**config.mk**
```make
export PLATFORM = sky130hd
export DESIGN_NAME = stage4_net_interface
export DESIGN_NICKNAME = d
export VERILOG_FILES = /design/src/rtl/stage4_net_interface.sv
export SDC_FILE = /design/constraint.sdc
export NUM_CORES = 1
export LEC_CHECK = 0
export ABC_AREA = 1
export BUFFER_PORTS_ARGS = -buffer_cell sky130_fd_sc_hd__buf_2
export CORE_MARGIN = 8
export CORE_UTILIZATION = 50
export CTS_CLUSTER_SIZE = 25
export DETAILED_ROUTE_END_ITERATION = 8
export PLACE_DENSITY = 0.71
export SYNTH_ARGS = -nofsm -noshare
export SYNTH_HDL_FRONTEND = slang
export SYNTH_SLANG_ARGS = --single-unit
```
**constraint.sdc**
```tcl
create_clock -name CLK -period 3.06 [get_ports CLK]
set_input_delay 0.153 -clock CLK [delete_from_list [all_inputs] [get_ports CLK]]
set_output_delay 0.153 -clock CLK [all_outputs]
set_load 0.01 [all_outputs]
```
**src/rtl/stage4_net_interface.sv**
```systemverilog
// Stage-4 network interface: TX FIFO for outbound stores, RX FIFO for inbound
// loads, plus the combinational stall/handshake layer between them and the pipeline.

module stage4_net_fifo #(
  parameter int DEPTH = 4,
  parameter int WIDTH = 32
) (
  input  logic                    clk,
  input  logic                    rst,
  input  logic                    push,
  input  logic                    pop,
  input  logic [WIDTH-1:0]        din,
  output logic [WIDTH-1:0]        head,
  output logic [$clog2(DEPTH):0]  count,
  output logic                    empty,
  output logic                    full
);
  localparam int AW = $clog2(DEPTH);

  logic [WIDTH-1:0] mem [DEPTH];
  logic [AW-1:0]    wr_ptr;
  logic [AW-1:0]    rd_ptr;
  logic             do_push;
  logic             do_pop;

  assign empty   = (count == '0);
  assign full    = (count == (AW + 1)'(DEPTH));
  assign do_push = push & ~full;
  assign do_pop  = pop & ~empty;
  assign head    = mem[rd_ptr];

  // NOTE: storage is deliberately left out of reset; the pointers and count
  // define which entries are valid, so clearing the array buys nothing.
  always_ff @(posedge clk) begin
    if (do_push && !rst) mem[wr_ptr] <= din;
  end

  // NOTE: all sequential state uses non-blocking assignments so every register
  // samples pre-edge values regardless of evaluation order.
  always_ff @(posedge clk) begin
    if (rst) begin
      wr_ptr <= '0;
      rd_ptr <= '0;
      count  <= '0;
    end else begin
      // Pointers are log2(DEPTH) bits wide, so the increment wraps modulo DEPTH.
      if (do_push) wr_ptr <= wr_ptr + 1'b1;
      if (do_pop)  rd_ptr <= rd_ptr + 1'b1;
      case ({do_push, do_pop})
        2'b10:   count <= count + 1'b1;
        2'b01:   count <= count - 1'b1;
        default: count <= count;
      endcase
    end
  end
endmodule

module stage4_net_interface #(
  parameter int DEPTH      = 4,
  parameter int DATA_WIDTH = 32,
  parameter int DEST_WIDTH = 8
) (
  input  logic                    CLK,
  input  logic                    RESET,
  input  logic                    NET_INTER_WRITE,
  input  logic                    NET_INTER_READ,
  input  logic [DATA_WIDTH-1:0]   WRITE_DATA,
  input  logic [DEST_WIDTH-1:0]   DEST_ADDR,
  output logic [DATA_WIDTH-1:0]   READ_DATA,
  output logic                    BUSYWAIT,
  output logic                    TX_VALID,
  input  logic                    TX_READY,
  output logic [DATA_WIDTH-1:0]   TX_DATA,
  output logic [DEST_WIDTH-1:0]   TX_DEST,
  input  logic                    RX_VALID,
  output logic                    RX_READY,
  input  logic [DATA_WIDTH-1:0]   RX_DATA,
  output logic [$clog2(DEPTH):0]  TX_COUNT,
  output logic [$clog2(DEPTH):0]  RX_COUNT
);
  localparam int TXW = DEST_WIDTH + DATA_WIDTH;

  logic           wr_req;
  logic           rd_req;
  logic           tx_empty;
  logic           tx_full;
  logic           rx_empty;
  logic           rx_full;
  logic           tx_push;
  logic           tx_pop;
  logic           rx_push;
  logic           rx_pop;
  logic [TXW-1:0] tx_head;
  logic [DATA_WIDTH-1:0] rx_head;

  // A store wins over a same-cycle load; the load is simply not seen that cycle.
  assign wr_req = NET_INTER_WRITE;
  assign rd_req = NET_INTER_READ & ~NET_INTER_WRITE;

  assign BUSYWAIT = ~RESET & ((wr_req & tx_full) | (rd_req & rx_empty));

  assign tx_push = wr_req & ~tx_full;
  assign tx_pop  = ~tx_empty & TX_READY;
  assign rx_pop  = rd_req & ~rx_empty;

  // RX_READY ignores a same-cycle pop, so a full RX FIFO never passes data through.
  assign RX_READY = ~RESET & ~rx_full;
  assign rx_push  = RX_VALID & RX_READY;

  assign TX_VALID  = ~tx_empty;
  assign TX_DATA   = tx_head[DATA_WIDTH-1:0];
  assign TX_DEST   = tx_head[TXW-1:DATA_WIDTH];
  assign READ_DATA = rx_empty ? '0 : rx_head;

  stage4_net_fifo #(.DEPTH(DEPTH), .WIDTH(TXW)) u_tx_fifo (
    .clk   (CLK),
    .rst   (RESET),
    .push  (tx_push),
    .pop   (tx_pop),
    .din   ({DEST_ADDR, WRITE_DATA}),
    .head  (tx_head),
    .count (TX_COUNT),
    .empty (tx_empty),
    .full  (tx_full)
  );

  stage4_net_fifo #(.DEPTH(DEPTH), .WIDTH(DATA_WIDTH)) u_rx_fifo (
    .clk   (CLK),
    .rst   (RESET),
    .push  (rx_push),
    .pop   (rx_pop),
    .din   (RX_DATA),
    .head  (rx_head),
    .count (RX_COUNT),
    .empty (rx_empty),
    .full  (rx_full)
  );
endmodule
```
After elaboration in Yosys (flattened, before gate mapping)
Memories as Yosys holds them, arrays and structs flattened. A register that Yosys moved wholly into a read port is not among the register bits. Index checks and enable logic that the tools add are counted.

ROM bits: 0. Bits in latches: 0. Memories kept: 2. Flip-flop bits (word level): 14. Logic and storage cells: 60. Output and inout port bits: 81. Memory bits (writable): 288. Bits of input ports: 78.

$mul: 0. Add/subtract/negate cells: 8. Div/mod/pow operators: 0. $lt $le $gt $ge: 0. Reductions and logical operators: 7. Bitwise operators: 20. Multiplexer cells: 11. Equal/unequal tests: 6. Shifts and indexed selects: 0.

Memories: u_tx_fifo.mem (depth 4, bits a word 40, rd ports 1, clocked after Yosys merged registers in 1, wr ports 1, RTL line 20) `logic [WIDTH-1:0] mem [DEPTH];`; u_rx_fifo.mem (depth 4, bits a word 32, rd ports 1, clocked after Yosys merged registers in 1, wr ports 1, RTL line 20).

Operator list (count): 32-bit two-way mux (1); 1-bit bitwise AND (13); 3-bit one-hot mux with 2 select lines (2); 2-bit by 1-bit adder with 2-bit output, second input constant (4); 2-bit two-way mux (4); 3-bit by 1-bit adder with 3-bit output, second input constant (2); 3-bit equality test, second input constant (2); 3-bit zero test (2); 1-bit inverter (6); 3-bit by 1-bit subtractor with 3-bit output, second input constant (2); 2-bit by 1-bit equality test with 1-bit output, second input constant (2); 2-bit equality test, second input constant (2); 1-bit two-way mux (4); 2-bit nonzero test (2); 1-bit logical AND (2); 1-bit zero test (1); 1-bit OR (1).

Longest topological paths before layout
Word-level depth: 8. Mapped depth: 13. Gate-level depth less buffers: 13.

Cells and area by module
Synthesis repeated with hierarchy kept, for this count alone.

Cells, all modules: 921. Area, all modules: 12181.7 um^2.

By module, submodules not included: stage4_net_fifo (u_tx_fifo) (times used 1, cells each 458, sequential area each 4984.8 um^2, area each 6556.3 um^2); stage4_net_fifo (u_rx_fifo) (times used 1, cells each 380, sequential area each 4023.9 um^2, area each 5273.8 um^2); stage4_net_interface (times used 1, cells each 83, sequential area each 0.0 um^2, area each 351.6 um^2).

Worst setup path before layout
OpenSTA, ideal clock, no wires.

Path kind: reg-to-reg. Start point: register u_tx_fifo.count[1]. End point: memory u_tx_fifo.mem[0][0] (netlist name) (enable). Arrival time: 2.437 ns. Library setup time: 0.438 ns. Path buffers: 0. Stages on the path, launching flop included: 5. Path slack: 0.185 ns. Clock period less this slack: 2.875 ns. Required time: 2.622 ns. Path through: dfxtp_1 inv_1 nand3_1 nand3_1 nor2_1.

Word-level cells in the longest chain between the ends: 7.

RTL lines: start, declared (RTL line 14) `output logic [$clog2(DEPTH):0] count,`; start signal, assigned (RTL line 50) `2'b10: count <= count + 1'b1;`; start signal, assigned (RTL line 51) `2'b01: count <= count - 1'b1;`; start signal, assigned (RTL line 52) `default: count <= count;`; 3-bit equality test (*) (RTL line 27) `assign full = (count == (AW + 1)'(DEPTH));`; 1-bit inverter (*) (RTL line 28, 102); 1-bit bitwise AND (RTL line 102) `assign tx_push = wr_req & ~tx_full;`; 1-bit bitwise AND (*) (RTL line 28) `assign do_push = push & ~full;`; 1-bit logical AND (*) (RTL line 35) `if (do_push && !rst) mem[wr_ptr] <= din;`; 1-bit two-way mux (*) (RTL line 35); 1-bit two-way mux (implied by the code) (*) (RTL line 35); end, declared (RTL line 20).

Every way passes the cells marked *; elsewhere a longest branch is shown, timed or not.

==> impl_results.md <==
- Initial antenna violation count: 3
- Vias per std cell: 5.22
- Yosys reg bits: 306
- YS warnings: 0
- Share of post-route cells with drive strength above 1: 0.195
- WP data required: 2.91 ns
- Largest net degree at the start of global routing: 81
- Syn nets: 996
- 1st-pass router iterations: 5
- R2R Setup Slk: 1.00 ns
- Post-synth top flop: edfxtp_1
- Min Clock Period, post-route: 2.47 ns
- Port-buffer cells: 158
- Routed len/inst: 17.8 um
- Mapped Cells: 906
- WL met3: 1910 um
- CTS tree: done
- Synth top area share: 0.731
- Final wirelength: 26,500 um
- Wire length on met2: 13,100 um
- Mean Syn Cell Area: 13.1 um2
- Count of cell types in the netlist: 19
- Post-DP HPWL: 15,200 um
- Fin nets: 1,233
- Initial Util: 0.507
- Setup CP Type: register to output pin
- Top cells by area, synth: edfxtp_1 (73%), nor2_1 (7.3%), o21ai_0 (4.4%)
- Number of synthesized flops with an enable pin: 288
- H-tree lvl count: 1
- Rows: 56
- Placed cells: 1,353
- Total gr overflow: 0
- Post-synth ARST share: 0
- Insertion delay to the later sink of the worst-skew pair: 0.54 ns
- TritonCTS Buffers: 31
- Remaining DRCs: 0
- Slew headroom: 0.481
- Power, Total: 10,400 uW
- Clock transition at path regs: 0.06 ns
- Area growth syn-to-layout: 24.2%
- CTS Root Cell: clkbuf_16
- IO Count: 159
- Leak pwr: 0.00536 uW
- Die height: 170 um
- HP Start: NET_INTER_WRITE
- Clk sinks: 306
- Vias in the first global route: 7,871
- Max Cap Viol: 0
- Worst-Margin Slew: 0.778 ns
- Setup violators final: 0
- Post-CTS Setup Repair Bufs: 0
- Total Negative Setup Slacks: 0 ns
- Hold crit path type: input pin to register
- Worst flop-to-flop path startpoint: u_rx_fifo.count[0]
- First-pass GRT wire length: 41,400 um
- Die area: 28,800 um2
- Setup crit end kind: output pin
- Fin cells: 1,488
- Die X: 170 um
- Top sig layer: met5
- Register area share after synthesis: 0.762
- Pwr Density: 706 nW/um2
- RSZ-0062 raised after global routing: no
- Final hold slack: 0.0367 ns
- Crit-path max FO: 80
- Final slew viol count: 0
- GR Util All Layers: 0.181
- M1 WL: 11,000 um
- Core Area: 23,300 um2
- CP Launch Type: register
- FMAX: 405 MHz
- Routed Antenna Nets: 0
- Cell Area, Synth: 11,800 um2
- DR iter-0 viols: 691
- Final worst path period share: 0.806
- CTS max path bufs: 3
- RePlAce Congestion: 0.779
- Maximum vdd drop: 464 uV
- Hold Vio Cnt, Final: 0
- Status: completed
- Cell accounting for the most synthesized area: edfxtp_1
- Via count: 7,774
- Arr. time, crit path: 2.31 ns
- Fin Clk Skew: 0.0150 ns
sequential cells by signal, indices dropped and copies added, names as in the netlist, named ones only:
signal            flops
u_rx_fifo.mem       128
u_rx_fifo.count       3
u_tx_fifo.mem       160
u_rx_fifo.rd_ptr      2
u_rx_fifo.wr_ptr      2
u_tx_fifo.wr_ptr      2
u_tx_fifo.count       3
u_tx_fifo.rd_ptr      2
path summary, 6_finish.rpt:
check / cells after the start / to
min: 4 / u_rx_fifo.rd_ptr[1]
max: 4 / TX_DATA[28]
min reg2reg: 1 / u_rx_fifo.count[0]
max reg2reg: 12 / u_rx_fifo.count[2]
layout make-up:
type | instances | area (um2)
clock buffers | 53 | 898
repair buffers | 253 | 1710
diodes | 2 | 5.00
fillers | 1726 | 8640
multi-input cells | 512 | 2440
inverters | 39 | 146
well taps | 319 | 399
clock inverters | 4 | 80.1
flip-flops and latches | 306 | 9010
worst max-delay path, stage by stage (launching register included):
cell     delay (ns)
dfxtp_2        0.33
buf_4          0.61
o21ai_0        0.24
o22ai_1        0.37
buf_2          0.21
report_power, final:
part	internal (uW)	total, uW	switching (uW)
Combinational	657	1920	1260
Clock	2150	3600	1450
Sequential	4780	4850	63.2
Yosys cell counts, types with 4 or more instances:
master,n
a21oi_1,40
buf_2,15
buf_4,4
buf_6,7
clkbuf_1,23
dfxtp_1,18
edfxtp_1,288
ha_1,10
inv_1,37
nand2_1,25
nand3_1,12
nor2_1,229
o21ai_0,105
o21ai_1,46
o22ai_1,40
layer usage:
layer  vias up  GRT usage
met4         2     0.0508
met2       291      0.314
li1       3734          -
met3        35     0.0343
met1      3712      0.230
met5         -          0
what timing repair did:
action / 4_1_cts / 5_1_grt
hold buffers: 76 / 0
endpoints found under the hold margin: 296 / 0
gates resized for setup: 0 / 0
setup endpoints to repair: 0 / 0
cell families after synthesis:
logic type / synth area share
flip-flops: 0.762
AND/OR/NAND/NOR: 0.0867
AO/OA/AOI/OAI: 0.103
buffers and inverters: 0.0352
adder cells (fa/ha/maj): 0.0140
stage by stage:
| stage | setup WS, ns | area, um2 | util |
|---|---|---|---|
| floorplan | 0.185 | 11800 | - |
| global placement | 0.981 | 12900 | 0.555 |
| detailed placement | 0.945 | 12900 | 0.555 |
| global route | 0.458 | 14700 | 0.630 |
| CTS | 0.595 | 14700 | 0.629 |
| finish | 0.594 | 14700 | 0.630 |
placed cells by master, fill, tap and decap left out:
cell             n
inv_2            2
nor2_1         221
buf_2          158
nand3_1         12
clkbuf_16       31
a21oi_1         40
nand4_1          2
o21bai_1         1
edfxtp_1       288
clkbuf_1        18
inv_6            1
o21ai_0        105
dfxtp_1         16
dfxtp_2          2
nand2_1         25
clkbuf_8         4
bufinv_16        2
fa_1             2
inv_1           37
inv_8            1
o21ai_1         46
nor2_4           4
buf_4           18
diode_2          2
o22ai_1         40
buf_12           1
ha_1            10
dlygate4sd3_1   76
nor2_2           4
Power figures use the tool's default switching activity.
